**config.mk**
```make
export PLATFORM = sky130hd
export DESIGN_NAME = lsu
export DESIGN_NICKNAME = d
export VERILOG_FILES = /design/src/rtl/lsu.sv
export SDC_FILE = /design/constraint.sdc
export NUM_CORES = 1
export LEC_CHECK = 0
export BUFFER_PORTS_ARGS = -buffer_cell sky130_fd_sc_hd__buf_2
export CORE_AREA = 10 10 130 132
export DETAILED_ROUTE_END_ITERATION = 8
export DIE_AREA = 0 0 140 142
export GPL_TIMING_DRIVEN = 0
export PLACE_DENSITY_LB_ADDON = 0.1
export SYNTH_ARGS = -nofsm -noshare
export SYNTH_HDL_FRONTEND = slang
export SYNTH_SLANG_ARGS = --single-unit
export TNS_END_PERCENT = 10
```
**constraint.sdc**
```tcl
create_clock -name i_clk -period 3.9 [get_ports i_clk]
set_clock_uncertainty 0.05 [all_clocks]
set_input_delay 0.39 -clock i_clk [delete_from_list [all_inputs] [get_ports i_clk]]
set_output_delay 0.39 -clock i_clk [all_outputs]
set_load 0.005 [all_outputs]
```
**src/rtl/lsu.sv**
```systemverilog
// ============================================================================
// Module   : lsu
// Purpose  : Load/store unit between execute and writeback. It aligns byte,
//            half and word accesses onto a ready/valid word-wide memory port
//            and returns extended load data, a store ack, or a trap.
// Options  : `define LSU_RSP_REG_EN registers memory responses (one extra cycle).
// Revision : 1.0  initial release
// ============================================================================
`timescale 1ns/1ps
`default_nettype none

module lsu #(
    parameter int TIMEOUT = 255
) (
    input  logic        i_clk,
    input  logic        i_rst,
    input  logic        i_req_valid,
    output logic        o_req_ready,
    input  logic        i_req_wen,
    input  logic [31:0] i_req_addr,
    input  logic [1:0]  i_req_size,
    input  logic        i_req_unsigned,
    input  logic [31:0] i_req_wdata,
    output logic        o_rsp_valid,
    output logic [31:0] o_rsp_rdata,
    output logic        o_rsp_trap,
    output logic        o_mem_valid,
    input  logic        i_mem_ready,
    output logic [31:0] o_mem_addr,
    output logic        o_mem_ren,
    output logic        o_mem_wen,
    output logic [31:0] o_mem_wdata,
    output logic [3:0]  o_mem_mask,
    input  logic        i_mem_rsp_valid,
    input  logic [31:0] i_mem_rdata
);

    localparam int CW = (TIMEOUT < 2) ? 1 : $clog2(TIMEOUT + 1);
    localparam logic [CW-1:0] c_TO_LAST = (TIMEOUT > 0) ? CW'(TIMEOUT - 1) : '0;

    typedef enum logic [1:0] {
        S_IDLE = 2'd0,
        S_REQ  = 2'd1,
        S_WAIT = 2'd2
    } state_t;

    state_t         r_state;
    state_t         w_state_nxt;

    logic           r_wen;
    logic           r_uns;
    logic [1:0]     r_size;
    logic [1:0]     r_off;
    logic [31:0]    r_addr;
    logic [31:0]    r_wdata;
    logic [3:0]     r_mask;
    logic [CW-1:0]  r_cnt;

    logic           r_rsp_valid;
    logic           r_rsp_trap;
    logic [31:0]    r_rsp_rdata;

    logic           w_accept;
    logic           w_bad;
    logic [3:0]     w_mask_in;
    logic           w_mem_done;
    logic           w_timeout;
    logic           w_to_fire;
    logic [31:0]    w_shift;
    logic [31:0]    w_ld_data;

    assign o_req_ready = (r_state == S_IDLE);
    assign w_accept    = i_req_valid & o_req_ready;
    assign w_mem_done  = (r_state == S_WAIT) & i_mem_rsp_valid;
    assign w_timeout   = (TIMEOUT != 0) && (r_state != S_IDLE) && (r_cnt == c_TO_LAST);
    // A real response in the final WAIT cycle beats the timeout.
    assign w_to_fire   = w_timeout & ~w_mem_done;

    // Alignment check and byte-lane mask for the incoming request
    always_comb begin
        w_bad     = 1'b0;
        w_mask_in = 4'b1111;
        case (i_req_size)
            2'b00: begin
                w_bad     = 1'b0;
                w_mask_in = 4'b0001 << i_req_addr[1:0];
            end
            2'b01: begin
                w_bad     = i_req_addr[0];
                w_mask_in = 4'b0011 << i_req_addr[1:0];
            end
            2'b10: begin
                w_bad     = |i_req_addr[1:0];
                w_mask_in = 4'b1111;
            end
            default: begin
                w_bad     = 1'b1;
                w_mask_in = 4'b1111;
            end
        endcase
    end

    always_comb begin
        w_state_nxt = r_state;
        case (r_state)
            S_IDLE: begin
                if (w_accept && !w_bad) begin
                    w_state_nxt = S_REQ;
                end
            end
            S_REQ: begin
                if (w_timeout) begin
                    w_state_nxt = S_IDLE;
                end else if (i_mem_ready) begin
                    w_state_nxt = S_WAIT;
                end
            end
            S_WAIT: begin
                if (i_mem_rsp_valid || w_timeout) begin
                    w_state_nxt = S_IDLE;
                end
            end
            default: begin
                w_state_nxt = S_IDLE;
            end
        endcase
    end

    always_ff @(posedge i_clk) begin
        if (i_rst) begin
            r_state <= S_IDLE;
        end else begin
            r_state <= w_state_nxt;
        end
    end

    always_ff @(posedge i_clk) begin
        if (i_rst) begin
            r_wen   <= 1'b0;
            r_uns   <= 1'b0;
            r_size  <= 2'b00;
            r_off   <= 2'b00;
            r_addr  <= 32'd0;
            r_wdata <= 32'd0;
            r_mask  <= 4'd0;
        end else if (w_accept) begin
            r_wen   <= i_req_wen;
            r_uns   <= i_req_unsigned;
            r_size  <= i_req_size;
            r_off   <= i_req_addr[1:0];
            r_addr  <= {i_req_addr[31:2], 2'b00};
            r_wdata <= i_req_wdata << {i_req_addr[1:0], 3'b000};
            r_mask  <= w_mask_in;
        end
    end

    // Cycles spent in REQ/WAIT; cleared whenever the FSM heads back to IDLE
    always_ff @(posedge i_clk) begin
        if (i_rst) begin
            r_cnt <= '0;
        end else if ((r_state != S_IDLE) && (w_state_nxt != S_IDLE)) begin
            r_cnt <= r_cnt + CW'(1);
        end else begin
            r_cnt <= '0;
        end
    end

    assign o_mem_valid = (r_state == S_REQ);
    assign o_mem_ren   = (r_state == S_REQ) & ~r_wen;
    assign o_mem_wen   = (r_state == S_REQ) &  r_wen;
    assign o_mem_addr  = r_addr;
    assign o_mem_wdata = r_wdata;
    assign o_mem_mask  = r_mask;

    // Bring the addressed lane down to bit 0, then extend by access size
    always_comb begin
        w_shift   = i_mem_rdata >> {r_off, 3'b000};
        w_ld_data = w_shift;
        case (r_size)
            2'b00:   w_ld_data = {{24{~r_uns & w_shift[7]}},  w_shift[7:0]};
            2'b01:   w_ld_data = {{16{~r_uns & w_shift[15]}}, w_shift[15:0]};
            default: w_ld_data = w_shift;
        endcase
        if (r_wen) begin
            w_ld_data = 32'd0;
        end
    end

    always_ff @(posedge i_clk) begin
        if (i_rst) begin
            r_rsp_valid <= 1'b0;
            r_rsp_trap  <= 1'b0;
            r_rsp_rdata <= 32'd0;
        end else begin
            r_rsp_valid <= 1'b0;
            r_rsp_trap  <= 1'b0;
            r_rsp_rdata <= 32'd0;
            if ((w_accept && w_bad) || w_to_fire) begin
                r_rsp_valid <= 1'b1;
                r_rsp_trap  <= 1'b1;
            end
`ifdef LSU_RSP_REG_EN
            if (w_mem_done) begin
                r_rsp_valid <= 1'b1;
                r_rsp_rdata <= w_ld_data;
            end
`endif
        end
    end

`ifdef LSU_RSP_REG_EN
    assign o_rsp_valid = r_rsp_valid;
    assign o_rsp_trap  = r_rsp_trap;
    assign o_rsp_rdata = r_rsp_rdata;
`else
    assign o_rsp_valid = r_rsp_valid | w_mem_done;
    assign o_rsp_trap  = r_rsp_trap;
    assign o_rsp_rdata = w_mem_done ? w_ld_data : r_rsp_rdata;
`endif

endmodule

`default_nettype wire

```
Word level (Yosys, flattened, before mapping)
Cells that the tools add are included.
Word-level totals
  input bits: 105
  memory bits (read-only): 0
  register bits: 83
  memory bits (writable): 0
  latch bits: 0
  memories kept: 0
Operators by class
  bitwise operators: 12
  reductions and logical operators: 14
  add/subtract/negate cells: 1
  mux-type cells: 11
  multipliers: 0
  order comparisons: 0
  div/mod/pow operators: 0
  equal/unequal tests: 6
  shift-type cells: 4
Operator list (count)
  $mux W32: 2
  $pmux W32 S2: 1
  $shl A32 B5 Y32: 1
  $shr A32 B5 Y32: 1
  $add A8 B1 Y8 const B: 1
  $eq A8 B8 Y1 const B: 1
  $mux W2: 4
  $pmux W4 S2: 1
  $and A1 B1 Y1: 7
  $eq A2 B1 Y1 const B: 3
  $logic_not A2 Y1: 3
  $pmux W2 S3: 1
  $eq A2 B2 Y1 const B: 2
  $logic_and A1 B1 Y1: 4
  $not A1 Y1: 4
  $reduce_bool A2 Y1: 2
  $reduce_or A2 Y1: 2
  $shl A1 B2 Y4 const A: 1
  $shl A2 B2 Y4 const A: 1
  $pmux W1 S3: 1
  $logic_or A1 B1 Y1: 2
  $logic_not A1 Y1: 1
  $mux W1: 1
  $or A1 B1 Y1: 1

Logic depth before layout (Yosys ltp)
  depth in word-level cells: 10
  depth in mapped cells: 8
  gate-level depth less buffers: 5

Least setup slack after synthesis
No wires, ideal clock.
  kind: flip-flop to output port
  from: register r_off[0]
  to: output port o_rsp_rdata[24]
  slack: 1966 ps
  path buffers: 2
  stages on the path, launching flop included: 7
  arrival time: 1494 ps
  cells stage by stage: dfxtp_1 buf_6 mux2_4 or3_1 and4_4 buf_6 a21o_1
On the way
  word-level cells in the longest chain between the ends: 5
  elaborated cells between the ends (all ways): 6
  classes of those cells: 1 x shift; 3 x mux; 2 x bitwise
Ends and longest elaborated chain
  from (decl): RTL line 53  | logic [1:0] r_off;
  from (signal assigned): RTL line 150  | r_off <= i_req_addr[1:0];
  $shr A32 B5 Y32 (*): RTL line 177  | w_shift = i_mem_rdata >> {r_off, 3'b000};
  $and A1 B1 Y1, on equally long branches: RTL line 181, 180
  $pmux W32 S2 (*): RTL line 179  | case (r_size)
  $mux W32 (*): RTL line 184  | if (r_wen) begin
  $mux W32 (*): RTL line 218  | assign o_rsp_rdata = w_mem_done ? w_ld_data : r_rsp_rdata;
  to (decl): RTL line 25  | output logic [31:0] o_rsp_rdata,
Every way passes the cells marked *; elsewhere a longest branch is shown, timed or not.

Final worst setup path
  from: register r_state[1]
  to: output port o_rsp_rdata[30]
On the way
  word-level cells in the longest chain between the ends: 3
Ends and longest elaborated chain
  from (decl): RTL line 47  | state_t r_state;
  from (signal assigned): RTL line 133  | r_state <= w_state_nxt;
  $eq A2 B2 Y1: RTL line 74  | assign w_mem_done = (r_state == S_WAIT) & i_mem_rsp_valid;
  $and A1 B1 Y1: RTL line 74
  $mux W32: RTL line 218
Every way passes these cells.

==> impl_metrics.csv <==
group,metric,value,unit
worst_hold_path,hp-start,"i_mem_ready",
routing,drtIter0Drc,225,
global_routing,first_global_vias,4669,
setup_path,crit_fanout,9,
clocking,cts_sinks,83,
setup_path,r2r_slack,1920,ps
setup_path,start_kind,"flop",
sta,max_slew_margin,53.0,%
clocking,clock_latency,340,ps
setup_path,criticalPathCategory,"flop to primary output",
layout,utilization,40.3,%
sta,finalSetupTns,0,ps
placed_design,port_buffers,207,
layout,final_common_cell,"buf_2",
clocking,path_clk_slew,60,ps
synth,synth_cell_type_count,40,
routing,drt-pass1-iter-count,5,
clocking,cts_buffers,9,
sta,tightestPinTransition,702,ps
setup_path,r2r-end,"o_mem_wdata[16]",
setup_path,crit_top_cell,"buf_2",
worst_hold_path,holdPathStages,2,
setup_path,worstPathRequired,3460,ps
routing,vias_per_cell,4.85,
setup_path,critPathSlowestCell,"or3b_1",
pwr,p_per_area,378,nW/µm²
sta,rsz0062_at_grt,"no",
routing,drtAntennaViolNets,0,
routing,wl_per_cell,17.7,µm
setup_path,crit_chain,"buf_4 > nand4bb_1 > buf_2 > or3b_1 > buf_2 > nor2_8 > a21o_1 > buf_2",
floorplanning,dieArea,19900,µm²
sta,fin_crit,2560,ps
synth,synthCells,543,
synth,synth_warnings,0,
synth,synth-seq-cells,83,
global_routing,grt_overflow,0,
floorplanning,fp-row-count,44,
synth,synth_edf_count,0,
placed_design,gp_congestion,0.887,
floorplanning,start_util,29.4,%
clocking,hold_buffers,0,
floorplanning,die_y,142,µm
clocking,cts-resized-gates,0,
clocking,cts_tree,"built",
synth,syn_area_per_cell,7.75,µm²
placed_design,dpl.hpwl,13500,µm
worst_hold_path,hold_end,"r_state[0]",
global_routing,grt_max_degree,14,
worst_hold_path,holdCritPathClass,"input pin to flop",
layout,synthToLayoutAreaGrowth,37.0,%
layout,drive_gt1_share,33.6,%
pwr,p_leak,0.00277,µW
setup_path,cp.arrival,2120,ps
clocking,cts_setup_buffers,0,
synth,synth_ff_type,"dfxtp_1",
clocking,htree_levels,3,
floorplanning,fp.coreArea,14300,µm²
setup_path,end_kind,"primary output",
sta,setup_viol,0,
setup_path,cpLargestDelayFamily,"buffers and inverters",
global_routing,track_usage,16.1,%
pwr,vdd_ir_drop_max,0.203,mV
flow_run,drv_cap,0,
outcome,status,"complete, no violations",
sta,maxSlewViolCount,0,
global_routing,grt_pass1_wl,25700,µm
sta,fin_crit_sh,65.5,%
setup_path,reg2reg_from,"r_state[1]",
synth,syn_area,4210,µm²
routing,drc,0,
setup_path,crit_buf_inv,4,
routing,vias,4608,
floorplanning,die_x,140,µm
synth,async_flop_share,0,%
routing,drt-total-wl,16900,µm
sta,hold_viol,0,
layout,nets,869,
layout,diodes,0,
clocking,cts_buffer_depth,2,
global_routing,grt_antenna_before_repair,0,
floorplanning,io_pins,211,
setup_path,r2r_cells,6,
synth,synth-seq-area-share,39.5,%
layout,final_cell_mix,"buf_2 (225), nand2_1 (109), dfxtp_1 (83), a21oi_1 (74), nor2_1 (42)",
clocking,cts_root_buf,"clkbuf_16",
setup_path,worst_path_largest_cell_delay,380,ps
sta,max_clock_freq,0.391,GHz
==> worst max-delay path by stage <==
stage | depth (start not counted) | slack [ps] | end | start
floorplan | 6 | 1970 | o_rsp_rdata[24] | r_off[0]
global placement | 8 | 1620 | o_rsp_rdata[30] | i_mem_rsp_valid
detailed placement | 8 | 1610 | o_rsp_rdata[30] | i_mem_rsp_valid
CTS | 8 | 1310 | o_rsp_rdata[30] | r_state[1]
global route | 7 | 1210 | o_rsp_rdata[17] | r_state[1]
finish | 8 | 1340 | o_rsp_rdata[30] | r_state[1]
==> flip-flops by register name (all words and copies together), names as in the netlist <==
| signal | count |
|---|---|
| o_mem_wdata | 32 |
| r_wen | 1 |
| o_mem_addr | 30 |
| o_mem_mask | 4 |
| r_state | 2 |
| r_cnt | 8 |
| r_uns | 1 |
| o_rsp_trap | 1 |
| r_off | 2 |
| r_size | 2 |
==> through the flow <==
step / std cells / hold WS [ps] / cell area [µm²] / total power [µW] / worst slack (ps)
3_3_place_gp: 935 / 390 / 5480 / 1350 / 1620
3_5_place_dp: 935 / 394 / 5480 / 1360 / 1610
5_1_grt: 951 / 196 / 5760 / 2280 / 1210
2_1_floorplan: 544 / 380 / 4210 / 1160 / 1970
6_report: 951 / 198 / 5760 / 2180 / 1340
4_1_cts: 951 / 186 / 5760 / 2200 / 1310
==> routing by layer <==
| layer | vias up | GRT usage [%] | wire length, µm |
|---|---|---|---|
| met3 | 22 | 5.61 | 1250 |
| met2 | 169 | 27.2 | 8130 |
| li1 | 2308 | - | - |
| met5 | - | 0 | 0 |
| met1 | 2109 | 18.7 | 7170 |
| met4 | 0 | 4.95 | 313 |
==> kinds of logic after synthesis <==
logic type               Yosys count  share of synthesized area (%)
flip-flops                        83                           39.5
XOR/XNOR                           6                           1.25
multiplexers                      43                           10.6
AND/OR/NAND/NOR                  225                           24.1
AO/OA/AOI/OAI                    130                           18.0
buffers and inverters             53                           5.89
other                              1                         0.0891
adder cells (fa/ha/maj)            2                          0.595
==> report_power, final <==
group	internal [µW]	switching [µW]	leakage, µW
sequential	899	27.1	0.000681
combinational	172	241	0.00195
clock	497	340	0.000137
total	1570	608	0.00277
==> Yosys cell counts (2+ instances only) <==
cell / count / area (µm²)
nand3_1: 18 / 90.1
nor3_1: 23 / 115
nand2_1: 109 / 409
buf_1: 4 / 15.0
nand4_1: 2 / 12.5
o211ai_1: 2 / 15.0
clkbuf_1: 20 / 75.1
buf_6: 2 / 22.5
nor2_1: 42 / 158
xor2_1: 3 / 26.3
a221oi_1: 8 / 70.1
or3_1: 3 / 18.8
buf_2: 18 / 90.1
a21oi_1: 74 / 370
o21ai_0: 19 / 95.1
mux2_2: 9 / 101
ha_1: 2 / 25.0
xnor2_1: 3 / 26.3
dfxtp_1: 83 / 1660
or3b_1: 2 / 17.5
mux2i_1: 33 / 330
inv_1: 5 / 18.8
buf_4: 3 / 22.5
nor2b_1: 8 / 50.1
a21o_1: 9 / 67.6
a211oi_1: 15 / 113
and2_1: 9 / 56.3
and3_1: 2 / 12.5
nand3b_1: 2 / 15.0
==> area by class of cell <==
cell class	count	area (µm²)
Multi-Input combinational cell	408	2300
Tap cell	184	230
Fill cell	1526	8550
Inverter	6	22.5
Buffer	47	225
Sequential cell	83	1660
Clock inverter	4	51.3
Clock buffer	12	236
Timing Repair Buffer	207	1040
No activity file was read; power rests on OpenSTA's default activity.
